[config.mk]
export PLATFORM = sky130hd
export DESIGN_NAME = mem_access_unit_flat
export DESIGN_NICKNAME = d
export VERILOG_FILES = /design/src/rtl/mips_mem_pkg.sv /design/src/rtl/mem_access_unit_if.sv /design/src/rtl/mem_lane_mux.sv /design/src/rtl/mem_access_unit.sv /design/src/flat_wrapper.sv
export SDC_FILE = /design/constraint.sdc
export NUM_CORES = 1
export LEC_CHECK = 0
export ABC_AREA = 1
export BUFFER_PORTS_ARGS = -buffer_cell sky130_fd_sc_hd__buf_2
export CAP_MARGIN = 20
export CORE_MARGIN = 3
export CORE_UTILIZATION = 56
export DETAILED_ROUTE_END_ITERATION = 10
export PLACE_DENSITY_LB_ADDON = 0.08
export SYNTH_ARGS = -nofsm -noshare
export SYNTH_HDL_FRONTEND = slang
export SYNTH_HIERARCHICAL = 1
export SYNTH_SLANG_ARGS = --single-unit
[constraint.sdc]
create_clock -name clk -period 5.94 [get_ports clk]
set_clock_uncertainty 0.2 [all_clocks]
set_input_delay 0 -clock clk [delete_from_list [all_inputs] [get_ports clk]]
set_output_delay 0 -clock clk [all_outputs]
set_load 0.05 [all_outputs]
[src/rtl/mips_mem_pkg.sv]
// Shared types and lane helpers for the word-wide data memory access path.
// Big-endian lane numbering: byte lane 0 is bits [31:24].
package mips_mem_pkg;

    typedef enum logic [1:0] {
        SZ_BYTE = 2'b00,
        SZ_HALF = 2'b01,
        SZ_WORD = 2'b10,
        SZ_RSVD = 2'b11
    } size_e;

    typedef enum logic [1:0] {
        S_IDLE,
        S_RD,
        S_WR,
        S_RESP
    } state_e;

    localparam logic [31:0] BYTE_MASK = 32'h0000_00FF;
    localparam logic [31:0] HALF_MASK = 32'h0000_FFFF;
    localparam logic [31:0] WORD_MASK = 32'hFFFF_FFFF;

    // Right-shift that brings the addressed lane down to bit 0 (big-endian).
    function automatic logic [4:0] lane_shift(input size_e size, input logic [1:0] addr_lo);
        case (size)
            SZ_BYTE: return {~addr_lo, 3'b000};
            SZ_HALF: return {~addr_lo[1], 4'b0000};
            default: return 5'd0;
        endcase
    endfunction

endpackage

[src/rtl/mem_access_unit_if.sv]
// Request/response channel between the MEM stage (master) and mem_access_unit (slave).
interface mem_access_unit_if #(
    parameter int ADDR_W = 32
);
    logic              req_valid;
    logic              req_ready;
    logic              req_write;
    logic [1:0]        req_size;
    logic              req_unsigned;
    logic [ADDR_W-1:0] req_addr;
    logic [31:0]       req_wdata;
    logic              resp_valid;
    logic [31:0]       resp_rdata;
    logic              resp_err;

    modport master (
        output req_valid, req_write, req_size, req_unsigned, req_addr, req_wdata,
        input  req_ready, resp_valid, resp_rdata, resp_err
    );

    modport slave (
        input  req_valid, req_write, req_size, req_unsigned, req_addr, req_wdata,
        output req_ready, resp_valid, resp_rdata, resp_err
    );
endinterface

[src/rtl/mem_lane_mux.sv]
// Combinational lane logic: extract/extend load data and merge sub-word store data
// into a full memory word.
module mem_lane_mux
    import mips_mem_pkg::*;
(
    input  size_e       size_i,
    input  logic [1:0]  addr_lo_i,
    input  logic        unsigned_i,
    input  logic [31:0] rword_i,
    input  logic [31:0] wdata_i,
    output logic [31:0] load_o,
    output logic [31:0] merge_o
);

    logic [4:0]  shift;
    logic [31:0] lane_data;
    logic [31:0] mask;

    // NOTE: every output of a combinational block gets a default first so no latch is inferred.
    always_comb begin
        shift     = lane_shift(size_i, addr_lo_i);
        lane_data = rword_i >> shift;
        mask      = WORD_MASK;
        load_o    = rword_i;
        case (size_i)
            SZ_BYTE: begin
                mask   = BYTE_MASK;
                load_o = {{24{lane_data[7] & ~unsigned_i}}, lane_data[7:0]};
            end
            SZ_HALF: begin
                mask   = HALF_MASK;
                load_o = {{16{lane_data[15] & ~unsigned_i}}, lane_data[15:0]};
            end
            default: ;
        endcase
        merge_o = (rword_i & ~(mask << shift)) | ((wdata_i & mask) << shift);
    end

endmodule

[src/rtl/mem_access_unit.sv]
// Load/store sequencer toward a word-only memory, with read-modify-write for sub-word stores.
// Optional build macro MEM_ACCESS_MISALIGN_TRAP_EN: trap misaligned/reserved accesses via resp_err.
module mem_access_unit
    import mips_mem_pkg::*;
#(
    parameter int RD_LAT = 1,
    parameter int ADDR_W = 32
) (
    input  logic              clk,
    input  logic              reset,
    mem_access_unit_if.slave  req,
    output logic              memRead,
    output logic              memWrite,
    output logic [ADDR_W-1:0] address,
    output logic [31:0]       write,
    input  logic [31:0]       read
);

    localparam logic [2:0] RD_LAST = 3'(RD_LAT - 1);

    state_e            state_q, state_d;
    logic [2:0]        cnt_q, cnt_d;
    logic              write_q, write_d;
    size_e             size_q, size_d;
    logic              unsigned_q, unsigned_d;
    logic [ADDR_W-1:0] addr_q, addr_d;
    logic [31:0]       wdata_q, wdata_d;

    logic              req_ready_q, req_ready_d;
    logic              resp_valid_q, resp_valid_d;
    logic [31:0]       resp_rdata_q, resp_rdata_d;
    logic              resp_err_q, resp_err_d;
    logic              mem_read_q, mem_read_d;
    logic              mem_write_q, mem_write_d;
    logic [ADDR_W-1:0] address_q, address_d;
    logic [31:0]       write_data_q, write_data_d;

    logic              accept;
    logic              misalign;
    size_e             req_size_eff;
    logic [31:0]       load_data;
    logic [31:0]       merge_data;

    assign accept = (state_q == S_IDLE) && req.req_valid && req_ready_q;

`ifdef MEM_ACCESS_MISALIGN_TRAP_EN
    assign misalign = (size_e'(req.req_size) == SZ_RSVD)
                   || ((size_e'(req.req_size) == SZ_HALF) && req.req_addr[0])
                   || ((size_e'(req.req_size) == SZ_WORD) && (req.req_addr[1:0] != 2'b00));
`else
    assign misalign = 1'b0;
`endif

    assign req_size_eff = (size_e'(req.req_size) == SZ_RSVD) ? SZ_WORD : size_e'(req.req_size);

    mem_lane_mux u_lane_mux (
        .size_i     (size_q),
        .addr_lo_i  (addr_q[1:0]),
        .unsigned_i (unsigned_q),
        .rword_i    (read),
        .wdata_i    (wdata_q),
        .load_o     (load_data),
        .merge_o    (merge_data)
    );

    always_comb begin
        state_d      = state_q;
        cnt_d        = cnt_q;
        write_d      = write_q;
        size_d       = size_q;
        unsigned_d   = unsigned_q;
        addr_d       = addr_q;
        wdata_d      = wdata_q;
        resp_valid_d = 1'b0;
        resp_rdata_d = 32'd0;
        resp_err_d   = 1'b0;
        write_data_d = 32'd0;

        case (state_q)
            S_IDLE: begin
                if (accept) begin
                    write_d    = req.req_write;
                    size_d     = req_size_eff;
                    unsigned_d = req.req_unsigned;
                    addr_d     = req.req_addr;
                    wdata_d    = req.req_wdata;
                    cnt_d      = 3'd0;
                    if (misalign) begin
                        state_d      = S_RESP;
                        resp_valid_d = 1'b1;
                        resp_err_d   = 1'b1;
                    end else if (req.req_write && (req_size_eff == SZ_WORD)) begin
                        state_d      = S_WR;
                        write_data_d = req.req_wdata;
                    end else begin
                        state_d = S_RD;
                    end
                end
            end
            S_RD: begin
                if (cnt_q == RD_LAST) begin
                    // The registered write data doubles as the RMW word buffer.
                    if (write_q) begin
                        state_d      = S_WR;
                        write_data_d = merge_data;
                    end else begin
                        state_d      = S_RESP;
                        resp_valid_d = 1'b1;
                        resp_rdata_d = load_data;
                    end
                end else begin
                    cnt_d = cnt_q + 3'd1;
                end
            end
            S_WR: begin
                state_d      = S_RESP;
                resp_valid_d = 1'b1;
            end
            default: begin
                state_d = S_IDLE;
            end
        endcase

        req_ready_d = (state_d == S_IDLE);
        mem_read_d  = (state_d == S_RD);
        mem_write_d = (state_d == S_WR);
        address_d   = (mem_read_d || mem_write_d) ? (addr_d >> 2) : '0;
    end

    // NOTE: reset is sampled on the clock edge; state uses non-blocking assignments only.
    always_ff @(posedge clk) begin
        if (reset) begin
            state_q      <= S_IDLE;
            cnt_q        <= 3'd0;
            write_q      <= 1'b0;
            size_q       <= SZ_BYTE;
            unsigned_q   <= 1'b0;
            addr_q       <= '0;
            wdata_q      <= 32'd0;
            req_ready_q  <= 1'b1;
            resp_valid_q <= 1'b0;
            resp_rdata_q <= 32'd0;
            resp_err_q   <= 1'b0;
            mem_read_q   <= 1'b0;
            mem_write_q  <= 1'b0;
            address_q    <= '0;
            write_data_q <= 32'd0;
        end else begin
            state_q      <= state_d;
            cnt_q        <= cnt_d;
            write_q      <= write_d;
            size_q       <= size_d;
            unsigned_q   <= unsigned_d;
            addr_q       <= addr_d;
            wdata_q      <= wdata_d;
            req_ready_q  <= req_ready_d;
            resp_valid_q <= resp_valid_d;
            resp_rdata_q <= resp_rdata_d;
            resp_err_q   <= resp_err_d;
            mem_read_q   <= mem_read_d;
            mem_write_q  <= mem_write_d;
            address_q    <= address_d;
            write_data_q <= write_data_d;
        end
    end

    assign req.req_ready  = req_ready_q;
    assign req.resp_valid = resp_valid_q;
    assign req.resp_rdata = resp_rdata_q;
    assign req.resp_err   = resp_err_q;
    assign memRead        = mem_read_q;
    assign memWrite       = mem_write_q;
    assign address        = address_q;
    assign write          = write_data_q;

endmodule

[src/flat_wrapper.sv]
// flat-port wrapper written by rule: the top's interface ports become plain ports
module mem_access_unit_flat import mips_mem_pkg::*;
#(
    parameter int RD_LAT = 1,
    parameter int ADDR_W = 32
)
  (clk, reset, memRead, memWrite, address, write, read, req_req_valid, req_req_write, req_req_size, req_req_unsigned, req_req_addr, req_req_wdata, req_req_ready, req_resp_valid, req_resp_rdata, req_resp_err);
  mem_access_unit_if #(.ADDR_W(ADDR_W)) req_i ();
  input  logic clk;
  input  logic reset;
  output logic memRead;
  output logic memWrite;
  output logic [ADDR_W-1:0] address;
  output logic [31:0] write;
  input  logic [31:0] read;
  input wire logic [$bits(req_i.req_valid)-1:0] req_req_valid;
  input wire logic [$bits(req_i.req_write)-1:0] req_req_write;
  input wire logic [$bits(req_i.req_size)-1:0] req_req_size;
  input wire logic [$bits(req_i.req_unsigned)-1:0] req_req_unsigned;
  input wire logic [$bits(req_i.req_addr)-1:0] req_req_addr;
  input wire logic [$bits(req_i.req_wdata)-1:0] req_req_wdata;
  output wire logic [$bits(req_i.req_ready)-1:0] req_req_ready;
  output wire logic [$bits(req_i.resp_valid)-1:0] req_resp_valid;
  output wire logic [$bits(req_i.resp_rdata)-1:0] req_resp_rdata;
  output wire logic [$bits(req_i.resp_err)-1:0] req_resp_err;
  assign req_i.req_valid = req_req_valid;
  assign req_i.req_write = req_req_write;
  assign req_i.req_size = req_req_size;
  assign req_i.req_unsigned = req_req_unsigned;
  assign req_i.req_addr = req_req_addr;
  assign req_i.req_wdata = req_req_wdata;
  assign req_req_ready = req_i.req_ready;
  assign req_resp_valid = req_i.resp_valid;
  assign req_resp_rdata = req_i.resp_rdata;
  assign req_resp_err = req_i.resp_err;
  mem_access_unit #(.RD_LAT(RD_LAT), .ADDR_W(ADDR_W)) u_core (.clk(clk), .reset(reset), .req(req_i), .memRead(memRead), .memWrite(memWrite), .address(address), .write(write), .read(read));
endmodule
# [After elaboration in Yosys (flattened, before gate mapping)]
# Cells that the tools add are included.
# Widths: inputs -> output; s select.
[classes] n_addsub=1 n_eq_ne=9 shifts=3 muxes=22 bitwise_logic=12 reduce_logical=13
[op_table] op="$mux 32" n=6
[op_table] op="$pmux 32 s2" n=3
[op_table] op="$and 32x32->32" n=2
[op_table] op="$shl 32x5->32" n=2
[op_table] op="$not 32->32" n=1
[op_table] op="$or 32x32->32" n=1
[op_table] op="$shr 32x5->16" n=1
[op_table] op="$pmux 5 s2" n=1
[op_table] op="$eq 2x2->1 const B" n=4
[op_table] op="$mux 2" n=4
[op_table] op="$eq 2x1->1 const B" n=3
[op_table] op="$logic_not 2->1" n=3
[op_table] op="$mux 3" n=2
[op_table] op="$pmux 2 s3" n=1
[op_table] op="$pmux 3 s2" n=1
[op_table] op="$not 1->1" n=5
[op_table] op="$reduce_or 4->1" n=1
[op_table] op="$add 3x1->3 const B" n=1
[op_table] op="$logic_and 1x1->1" n=3
[op_table] op="$logic_not 3->1" n=1
[op_table] op="$mux 1" n=3
[op_table] op="$reduce_and 3->1" n=1
[op_table] op="$and 1x1->1" n=2
[op_table] op="$ne 2x1->1 const B" n=1
[op_table] op="7 further kinds" n=7
[word_totals] reg_bits=173 inputBits=103 output_inout_bits=101 wordCells=76

# [Longest topological paths before layout]
# Gate-level depths: netlist of the first run.
[depth] depth_word=11 ltp_mapped=13 mapped_depth_nobuf=12

# [Modules after synthesis]
# Netlist of the first run, hierarchy kept.
[by_module_without_submodules] module="mem_access_unit" n_inst=1 cells_per_inst=738 area_each_um2=5856.9 seq_area_each_um2=3423.3
[by_module_without_submodules] module="mem_lane_mux" n_inst=1 cells_per_inst=297 area_each_um2=1368.8 seq_area_each_um2=0.0

# [Worst setup path after synthesis of the first run]
# No wires, ideal clock.
[synth_timing] kind="register -> register" from="register u_core.req_ready_q, in the netlist u_core/req.req_ready" to="register u_core.address_q[0], in the netlist u_core/address[0]" arrival_time_ps=2189 required_ps=5675 path_slack_ps=3486 path_stages_with_launch=11 path_buffers=2 cell_sequence="dfxtp_1 nand3_2 clkinv_2 buf_6 nand2_1 nand3_1 nand2_1 ha_1 or2_2 clkbuf_1 nor2_1"
[synth_between] elab_chain_cells=7 elab_cells_between_ends=10 classes_between="eq/ne (2); mux (4); bitwise (1); reduce/logical (3)"
[synth_rtl] element="start, declared" line="mem_access_unit.sv:29" rtl="logic req_ready_q, req_ready_d;"
[synth_rtl] element="start signal, assigned" line="mem_access_unit.sv:156" rtl="req_ready_q <= req_ready_d;"
[synth_rtl] element="$logic_and 1x1->1 *" line="mem_access_unit.sv:44" rtl="assign accept = (state_q == S_IDLE) && req.req_valid && req_ready_q;"
[synth_rtl] element="$mux 2" line="mem_access_unit.sv:81" rtl="if (accept) begin"
[synth_rtl] element="$pmux 2 s3" line="mem_access_unit.sv:79" rtl="case (state_q)"
[synth_rtl] element="$eq 2x1->1 or $eq 2x2->1 (tied branches)" line="mem_access_unit.sv:125, mem_access_unit.sv:126"
[synth_rtl] element="$logic_or 1x1->1" line="mem_access_unit.sv:127" rtl="address_d = (mem_read_d || mem_write_d) ? (addr_d >> 2) : '0;"
[synth_rtl] element="$not 1->1 (no source line)"
[synth_rtl] element="$reduce_or 2->1 (no source line)"
[synth_rtl] element="end signal, assigned" line="mem_access_unit.sv:162" rtl="address_q <= address_d;"
[synth_rtl] element="end, declared" line="mem_access_unit.sv:35" rtl="logic [ADDR_W-1:0] address_q, address_d;"
# Mark *: on every way between the ends. The rest lies on a longest branch, timed or not.
# A chain may end at the register's enable or synchronous reset.

# [Worst setup path in the final report of the first run]
[layout_timing] from="register u_core.state_q[1]" to="register u_core.write_data_q[16], in the netlist u_core/write[16]"
[layout_between] elab_chain_cells=5 elab_cells_between_ends=6 classes_between="eq/ne (1); mux (2); reduce/logical (3)"
[layout_rtl] element="start, declared" line="mem_access_unit.sv:21" rtl="state_e state_q, state_d;"
[layout_rtl] element="start signal, assigned" line="mem_access_unit.sv:149" rtl="state_q <= state_d;"
[layout_rtl] element="$logic_not 2->1" line="mem_access_unit.sv:44, mem_access_unit.sv:79"
[layout_rtl] element="$logic_and 1x1->1 (2 in a row)" line="mem_access_unit.sv:44"
[layout_rtl] element="$mux 32" line="mem_access_unit.sv:81"
[layout_rtl] element="$pmux 32 s2 *" line="mem_access_unit.sv:79"
[layout_rtl] element="end signal, assigned" line="mem_access_unit.sv:163" rtl="write_data_q <= write_data_d;"
[layout_rtl] element="end, declared" line="mem_access_unit.sv:36" rtl="logic [31:0] write_data_q, write_data_d;"
# Marks and branches as above.

==> results.yml, run 1 <==
place:
  dp_hpwl_um: 14300
  io_buffer_count: 200
  place_congestion: 0.964
critical_path:
  cpMostUsedCell: "buf_4"
  crit_type: "flop to flop"
  end_kind: "flop"
  crit_path_top_delay_cell: "buf_4"
  cp_max_fo: 90
  cp_slowest_stage_delay_ns: 0.70
  arrival_ns: 3.94
  crit_chain: "inv_1, ha_1, nand3_2, buf_4, clkinv_2, buf_4, nand3_1, a21oi_1, dlygate4sd3_1"
  start_kind: "flop"
  cp.required_ns: 6.11
  path_delay_family: "buffers and inverters"
  path_buf_inv: 5
cts:
  cts_buffer_depth: 2
  htree_levels: 4
  clock_tree.root_cell: "clkbuf_16"
  cts_sinks: 171
  tritoncts: "built"
  cts_inserted_buffers: 17
  path_clk_slew_ns: 0.07
  clk-insertion-delay-late_ns: 0.43
  cts_setup_buffers: 0
floorplanning:
  dieWidth_um: 120
  die-height_um: 120
  num_rows: 40
  core_mm2: 0.0123
  io_pins: 204
  dieArea_mm2: 0.0143
  start_util_pct: 58.7
routing:
  drc: 0
  firstDrtPassIters: 7
  wire_per_inst_um: 16.1
  drt_iter0_markers: 1109
  routed_wl_um: 23900
  viasPerCell: 5.28
  vias: 7847
  ant_nets: 0
power_and_ir_drop:
  p_per_area_mw_per_mm2: 464
  p_leak_uw: 0.00477
  irDropWorstVdd_mv: 0.554
synthesis:
  syn_area_per_cell_um2: 6.98
  synth_area_leaders: "dfxtp_1, nand2_1, a21oi_1, nand3_1, nor2_1"
  yosysSeqAreaShare_pct: 47.4
  ys_types: 34
  syn-cell-area_mm2: 0.00723
  synth_top_cell_area_share_pct: 47.4
  synth_cells: 1035
  yosys_warnings: 6
  ys_seq_elements: 171
  synth_top_area_cell: "dfxtp_1"
timing:
  finalSetupTns_ns: 0
  slew-limit-headroom_pct: 25.7
  tightest_slew_ns: 1.11
  finalMaxSlewViolations: 0
  finalSetupViolations: 0
  hold_viol_final: 0
  finalCritPeriodShare_pct: 63.4
  min_period_ns: 3.77
  fmax_mhz: 266
  rsz0062_at_grt: "no"
hold_path:
  worstHoldPathType: "input pin to flop"
final_layout:
  utilization_pct: 79.8
  final_common_cell: "nand2_1"
  layout_common_cells: "nand2_1, buf_2, dfxtp_1"
  final_nets: 1417
  layout-drive-gt1-share_pct: 19.1
  area_delta_synth_final_pct: 36.0
global_route:
  track_usage_pct: 32.8
  grt_pass1_wl_um: 37500
  overflow: 0
  grt_max_degree: 107
  grt_pass1_vias: 7503
  antenna_found_initial: 0
  grt.met2_usage_pct: 55.3
  grt_use_met1_pct: 39.3
  top_usage_layer: "met2"
  grt_use_met3_pct: 9.19
run_status:
  status: "finished clean"
run:
  cap_violations: 0
## power by group
| part | leakage, uW | switching (uW) | internal, uW |
|---|---|---|---|
| logic | 0.00312 | 1490 | 542 |
| clock network | 0.000266 | 474 | 606 |
| registers | 0.00139 | 92.4 | 1360 |
## state kept, by name, indices dropped and copies added (netlist names)
| register | count |
|---|---|
| u_core/addr_q | 32 |
| u_core/req.resp_rdata | 32 |
| u_core/wdata_q | 32 |
| u_core/write | 32 |
| u_core/address | 30 |
| u_core/cnt_q | 3 |
| u_core/size_q | 2 |
| u_core/state_q | 2 |
| u_core/memRead | 1 |
| u_core/memWrite | 1 |
| u_core/req.req_ready | 1 |
| u_core/req.resp_valid | 1 |
| u_core/unsigned_q | 1 |
| u_core/write_q | 1 |
## cell type report
| cell class | count | area [um2] |
|---|---|---|
| tap | 168 | 210 |
| multi-input combinational | 706 | 3120 |
| inverter | 98 | 369 |
| timing repair buffer | 311 | 2140 |
| clock buffer | 21 | 460 |
| sequential | 171 | 3420 |
| fill | 892 | 2480 |
| clock inverter | 10 | 109 |
| antenna | 1 | 2.50 |
## worst register-to-register path: stages, from the launching register on
cell	delay [ns]
dfxtp_1	0.34
inv_1	0.10
ha_1	0.22
nand3_2	0.50
buf_4	0.52
clkinv_2	0.19
buf_4	0.70
nand3_1	0.18
a21oi_1	0.18
dlygate4sd3_1	0.57
## cells in the mapped netlist, drive strengths merged
cell type / instances
o21ai: 21
a22oi: 1
inv: 97
dfxtp: 171
clkinv: 1
nand4: 1
nand2: 358
a21boi: 1
clkbuf: 22
o21a: 1
and2: 1
o211ai: 9
o22ai: 7
buf: 40
conb: 1
a21oi: 90
nor2: 113
mux2i: 1
or2: 3
nand3: 86
nor3: 1
ha: 9
## layer usage
layer	vias up	wire [um]
li1	3743	-
met1	3594	9260
met2	439	11600
met3	71	2210
met4	0	845
met5	-	0
## logic make-up (layout without fill, tap and decap cells)
kind of cell               Yosys count  count (layout)  share of synthesized area, %
muxes                                1               1                         0.139
AOI/OAI and AO/OA                  130             130                          9.59
DFF                                171             171                          47.4
adders and majority gates            9               9                          1.56
other                                1               4                        0.0519
buffers and inverters              160             440                          9.59
and+or+nand+nor                    563             563                          31.7
## stage by stage
step	total power (uW)	instance area, um2	hold WS, ns	setup slack [ns]	std cells
floorplan	2980	7230	-0.0572	3.49	1037
global placement	3320	8160	0.0379	2.54	1348
detailed placement	3350	8160	0.0455	2.37	1348
CTS	4480	9770	0.153	2.21	1483
global route	4820	9830	0.183	1.89	1485
finish	4560	9830	0.170	2.17	1486
## worst paths after layout
check / startpoint / end / slack, ns / cells after the start
setup reg to reg: u_core/state_q[1] / u_core/write[16] / 2.17 / 9
hold / removal: req_req_addr[31] / u_core/addr_q[31] / 0.17 / 4
hold reg to reg: u_core/wdata_q[14] / u_core/wdata_q[14] / 0.27 / 2
setup / recovery: u_core/state_q[1] / u_core/write[16] / 2.17 / 9
## what timing repair did
item,in CTS,in global routing
hold buffers,104,0
resized for setup,0,0
hold endpoints to repair,166,0
No activity file was read; power rests on OpenSTA's default activity.
==> inputs of run 2 (changes only) <==
--- a/config.mk
+++ b/config.mk
@@ -9,7 +9,7 @@
 export BUFFER_PORTS_ARGS = -buffer_cell sky130_fd_sc_hd__buf_2
 export CAP_MARGIN = 20
 export CORE_MARGIN = 3
-export CORE_UTILIZATION = 56
+export CORE_UTILIZATION = 52
 export DETAILED_ROUTE_END_ITERATION = 10
 export PLACE_DENSITY_LB_ADDON = 0.08
 export SYNTH_ARGS = -nofsm -noshare
==> constraint.sdc (replaced) <==
create_clock -name clk -period 3.6 [get_ports clk]
set_clock_uncertainty 0.2 [all_clocks]
set_input_delay 0 -clock clk [delete_from_list [all_inputs] [get_ports clk]]
set_output_delay 0 -clock clk [all_outputs]
set_load 0.05 [all_outputs]
==> run 2 against run 1 <==
  * Maximum frequency rose by 24%
  * Final area is 1.6% higher
  * Global-route usage down 3.0 points
  * Utilization decreased by 5.3 points
  * Wire length decreased by 3.3%
  * Clock power is 66% higher
  * Non-clock buffer count rose by 17
  * Power up 65%
  * Sequential cell count stayed put
  * Sequential power up 66%
  * Combinational power increased by 64%
  * Count of clock-buffer cells in the layout stayed put
  * Critical endpoint is now u_core/size_q[0]
  * Largest cell class unchanged
  * Highest routed layer unchanged
==> results.yml, run 2 (synthesis results as in run 1) <==
run:
  cap_violations: 0
place:
  io_buffer_count: 200
  post_dp_cell_area_mm2: 0.00821
  dp_hpwl_um: 14700
  place_congestion: 0.971
run_status:
  status: "finished clean"
global_route:
  antenna_found_initial: 0
  track_usage_pct: 29.8
  grt_max_degree: 60
  overflow: 0
  grt_pass1_wl_um: 35500
  grt_pass1_vias: 7295
cts:
  clock_tree.root_cell: "clkbuf_16"
  cts_setup_buffers: 0
  htree_levels: 4
  clk-insertion-delay-late_ns: 0.43
  cts_buffer_depth: 2
  path_clk_slew_ns: 0.07
  cts_inserted_buffers: 17
  cts_sinks: 171
  tritoncts: "built"
power_and_ir_drop:
  p_sw_uw: 3310
  irDropWorstVdd_mv: 0.633
  p_per_area_mw_per_mm2: 753
  clkPwrFrac_pct: 23.8
  swShare_pct: 44.1
  p_comb_share_pct: 44.2
  power_frac_seq_pct: 32.0
  p_leak_uw: 0.00489
  p_int_uw: 4200
timing:
  tightest_slew_ns: 0.628
  hold_viol_final: 0
  min_period_ns: 3.05
  finalSetupViolations: 0
  rsz0062_at_grt: "no"
  finalSetupTns_ns: 0
  slew-limit-headroom_pct: 58.1
  finalCritPeriodShare_pct: 84.6
  fmax_mhz: 328
  finalMaxSlewViolations: 0
routing:
  ant_nets: 0
  drt_iter0_markers: 695
  vias: 7728
  wire_per_inst_um: 15.3
  viasPerCell: 5.11
  routed_wl_um: 23100
  drc: 0
  firstDrtPassIters: 5
final_layout:
  diodes: 0
  final_common_cell: "nand2_1"
  layout_common_cells: "nand2_1, buf_2, dfxtp_1"
  final_nets: 1434
  area_delta_synth_final_pct: 38.2
  fin_area_mm2: 0.00998
  layout-drive-gt1-share_pct: 19.3
floorplanning:
  core_mm2: 0.0134
  dieArea_mm2: 0.0153
  start_util_pct: 53.9
  dieWidth_um: 124
  die-height_um: 124
  num_rows: 42
  io_pins: 204
critical_path:
  end_kind: "flop"
  cp_max_fo: 48
  start_kind: "flop"
  cp.required_ns: 3.72
  crit_type: "flop to flop"
  arrival_ns: 3.16
hold_path:
  worstHoldPathType: "input pin to flop"
==> run 2: changes by cell type in the layout (fill, tap and decap cells not counted), moves of 3 or more <==
cell	delta
buf_4	+5
clkinv_2	+3
clkinvlp_4	-3
dlygate4sd3_1	+13
==> run 2: final timing paths <==
check / start / to / slack (ns) / depth (start not counted)
worst max-delay path: u_core/state_q[0] / u_core/size_q[0] / 0.55 / 9
worst min-delay path: req_req_wdata[12] / u_core/wdata_q[12] / 0.19 / 4
worst max register to register: u_core/state_q[0] / u_core/size_q[0] / 0.55 / 9
worst min register to register: u_core/wdata_q[23] / u_core/wdata_q[23] / 0.26 / 2
==> run 2: layer usage <==
layer | part of all wire, % | wire [um] | up-vias | track usage (%)
met1 | 39 | 9020 | 3554 | 34.6
met2 | 51 | 11700 | 344 | 52.5
met5 | 0 | 0 | - | 0
met3 | 7.6 | 1760 | 47 | 7.31
li1 | - | - | 3783 | -
met4 | 2.8 | 646 | 0 | 12.1
==> run 2: power groups by stage <==
stage               clock (uW)  combinational, uW  sequential (uW)
global placement             0               3080             2440
floorplan                    0               1920             2990
finish                    1790               3320             2400
CTS                       1810               3250             2400
global route              1890               3670             2430
detailed placement           0               3100             2440
==> run 2: timing repair <==
item | CTS | global route
hold endpoints to repair | 169 | 0
gates resized for setup | 0 | 0
hold buffers | 117 | 0
==> run 2: cell type report <==
type / count / area, um2
clock buffers: 21 / 470
clock inverters: 11 / 108
fillers: 1066 / 3420
inverters: 98 / 369
multi-input cells: 706 / 3120
flip-flops and latches: 171 / 3420
well taps: 176 / 220
repair buffers: 328 / 2280
==> run 2: worst max-delay path, stage by stage (launching register included) <==
cell and delay, ns:
dfxtp_1 0.38, inv_1 0.08, ha_1 0.24, nand3_2 0.11, buf_4 0.45, nor2_1 0.13, a22oi_1 0.16, dlygate4sd3_1 0.58
nor2_1 0.04, dlygate4sd3_1 0.57
==> run 2: per-stage QoR <==
step | utilization (%) | instances | total power (uW) | setup slack, ns | hold WS, ns
4_1_cts | 74.3 | 1510 | 7470 | 0.575 | 0.163
5_1_grt | 74.5 | 1511 | 7990 | 0.374 | 0.198
3_5_place_dp | 61.3 | 1361 | 5530 | 0.927 | 0.0518
2_1_floorplan | - | 1037 | 4910 | 1.15 | -0.0572
6_report | 74.5 | 1511 | 7510 | 0.553 | 0.186
3_3_place_gp | 61.3 | 1361 | 5520 | 1.01 | 0.0377
==> inputs of run 3 (changes only) <==
--- a/config.mk
+++ b/config.mk
@@ -5,11 +5,11 @@
 export SDC_FILE = /design/constraint.sdc
 export NUM_CORES = 1
 export LEC_CHECK = 0
-export ABC_AREA = 1
+export ABC_AREA = 0
 export BUFFER_PORTS_ARGS = -buffer_cell sky130_fd_sc_hd__buf_2
 export CAP_MARGIN = 20
 export CORE_MARGIN = 3
-export CORE_UTILIZATION = 52
+export CORE_UTILIZATION = 47
 export DETAILED_ROUTE_END_ITERATION = 10
 export PLACE_DENSITY_LB_ADDON = 0.08
 export SYNTH_ARGS = -nofsm -noshare
==> constraint.sdc (replaced) <==
create_clock -name clk -period 2.45 [get_ports clk]
set_clock_uncertainty 0.2 [all_clocks]
set_input_delay 0 -clock clk [delete_from_list [all_inputs] [get_ports clk]]
set_output_delay 0 -clock clk [all_outputs]
set_load 0.05 [all_outputs]
==> run 3 against run 2 <==
  * Wire length decreased by 7.0%
  * Combinational power increased by 38%
  * Non-clock buffer count unchanged
  * First-iteration DRC count decreased by 27%
  * Sequential power increased by 46%
  * Power increased by 44%
==> results.yml, run 3 <==
synthesis:
  yosysSeqAreaShare_pct: 48.6
  synth_cells: 783
  syn_area_per_cell_um2: 9.00
  synth_commonest_cells: "dfxtp_1, nand2_1, nor2_1"
  synth_edf_count: 0
  async_flop_share_pct: 0
  yosys_warnings: 6
  syn-cell-area_mm2: 0.00704
  synth.most_common_cell: "dfxtp_1"
  ys_seq_elements: 171
  ys_types: 61
  synth_area_leaders: "dfxtp_1, nand2_1, mux2i_1, nor2_1, a32oi_1"
  synth_top_cell_area_share_pct: 48.6
  synth_top_area_cell: "dfxtp_1"
  ys.flop_type: "dfxtp_1"
place:
  dp_hpwl_um: 14400
  io_buffer_count: 200
  place_congestion: 0.866
  placed_cells: 1127
  pre_cts_ws_ns: -0.187
routing:
  ant_nets: 0
  wire_per_inst_um: 17.0
  met1_length_um: 8820
  routed_wl_um: 21500
  top_layer: "met4"
  drc: 0
  wl_met2_um: 10400
  drt_iter0_markers: 510
  wl_met3_um: 1730
  viasPerCell: 5.37
  firstDrtPassIters: 5
  vias: 6798
power_and_ir_drop:
  irDropWorstVdd_mv: 0.768
  p_leak_uw: 0.00447
  power.total_uw: 10800
  p_per_area_mw_per_mm2: 1100
global_route:
  antenna_found_initial: 0
  overflow: 0
  grt_max_degree: 47
  grt_pass1_vias: 6693
  grt_pass1_wl_um: 33500
  track_usage_pct: 25.5
timing:
  fin_ws_ns: 0.143
  holdWs_ns: 0.156
  finalMaxSlewViolations: 0
  min_period_ns: 2.31
  finalSetupTns_ns: 0
  rsz0062_at_grt: "no"
  slew-limit-headroom_pct: 45.6
  fmax_mhz: 433
  hold_viol_final: 0
  tightest_slew_ns: 0.815
  finalCritPeriodShare_pct: 94.2
  finalSetupViolations: 0
final_layout:
  layout_common_cells: "buf_2, dfxtp_1, nand2_1"
  n_fill_cell: 1190
  instances_no_fill: 1266
  area_delta_synth_final_pct: 39.8
  final_nets: 1180
  final_common_cell: "buf_2"
  layout-drive-gt1-share_pct: 27.7
critical_path:
  r2r_start: "u_core/state_q[1]"
  arrival_ns: 2.48
  crit_type: "flop to flop"
  end_kind: "flop"
  cp_max_fo: 15
  start_kind: "flop"
  cp.required_ns: 2.62
  crit_path_start: "u_core/state_q[1]"
run:
  cap_violations: 0
cts:
  clock_tree.root_cell: "clkbuf_16"
  cts_sinks: 171
  cts_inserted_buffers: 17
  path_clk_slew_ns: 0.07
  clk-insertion-delay-late_ns: 0.43
  cts_buffer_depth: 2
  htree_levels: 4
  tritoncts: "built"
floorplanning:
  dieArea_mm2: 0.0165
  dieWidth_um: 128
  io_pins: 204
  start_util_pct: 48.3
  die-height_um: 128
  core_mm2: 0.0146
  num_rows: 44
run_status:
  status: "finished clean"
hold_path:
  worstHoldPathType: "input pin to flop"
  hold_start: "req_req_addr[22]"
[run 3: changes by cell type after synthesis, sizes merged, moves of 32 or more]
cell / previous run / this run
a21oi: 90 / 57
a32oi: 0 / 32
and2: 1 / 35
inv: 97 / 6
mux2i: 1 / 37
nand2: 358 / 121
nand3: 86 / 24
[run 3: final cells by class]
| class | count | area [um2] | area share, % |
|---|---|---|---|
| tap | 184 | 230 | 2.34 |
| antenna | 1 | 2.50 | 0.0254 |
| sequential | 171 | 3430 | 34.8 |
| multi-input combinational | 543 | 3320 | 33.7 |
| clock inverter | 15 | 181 | 1.84 |
| inverter | 7 | 26.3 | 0.267 |
| timing repair buffer | 328 | 2240 | 22.7 |
| clock buffer | 17 | 425 | 4.32 |
[run 3: worst paths after layout]
| kind | to | slack (ns) | depth (start not counted) |
|---|---|---|---|
| worst max-delay path | u_core/address[16] | 0.14 | 9 |
| worst min-delay path | u_core/addr_q[22] | 0.16 | 4 |
| worst max register to register | u_core/address[16] | 0.14 | 9 |
| worst min register to register | u_core/wdata_q[16] | 0.26 | 2 |
[run 3: cells by family after synthesis]
group	Yosys count	synth area share [%]
simple gates	315	20.6
flops	171	48.6
compound gates	166	16.7
buf+inv	73	5.36
mux	48	7.07
fa+ha+maj	9	1.60
other cells	1	0.0532
[run 3: repair_timing]
item,4_1_cts,5_1_grt
hold endpoints to repair,170,0
hold buffers,102,0
endpoints found under the setup margin,30,30
gates resized for setup,5,4
pin swaps,3,2
buffers inserted,0,1
cloned,2,0
[run 3: per-layer routing]
| layer | GRT usage [%] | up-vias |
|---|---|---|
| met1 | 30.6 | 3169 |
| met5 | 0 | - |
| met4 | 9.43 | 0 |
| met3 | 6.97 | 43 |
| li1 | - | 3292 |
| met2 | 43.5 | 294 |
[run 3: stage by stage]
| step | instance area, um2 | utilization (%) |
|---|---|---|
| after global placement | 8150 | 55.8 |
| after detailed placement | 8150 | 55.8 |
| after floorplan | 7060 | - |
| after global routing | 9850 | 67.5 |
| after CTS | 9800 | 67.2 |
| final | 9850 | 67.5 |
[run 3: power by group]
part	total [uW]	leakage, uW	switching (uW)	internal, uW
clock	2760	0.000292	1220	1550
combinational	4570	0.00279	3000	1570
sequential	3510	0.00139	232	3280
total	10800	0.00447	4450	6400
[run 3: critical path, cell delays in order (launching register included)]
cell and delay (ns):
dfxtp_2 0.34, inv_1 0.12, ha_1 0.19, buf_4 0.15
inv_1 0.07, a21o_1 0.19, a31o_2 0.27, ha_4 0.26
or2_4 0.32, nor2_1 0.12
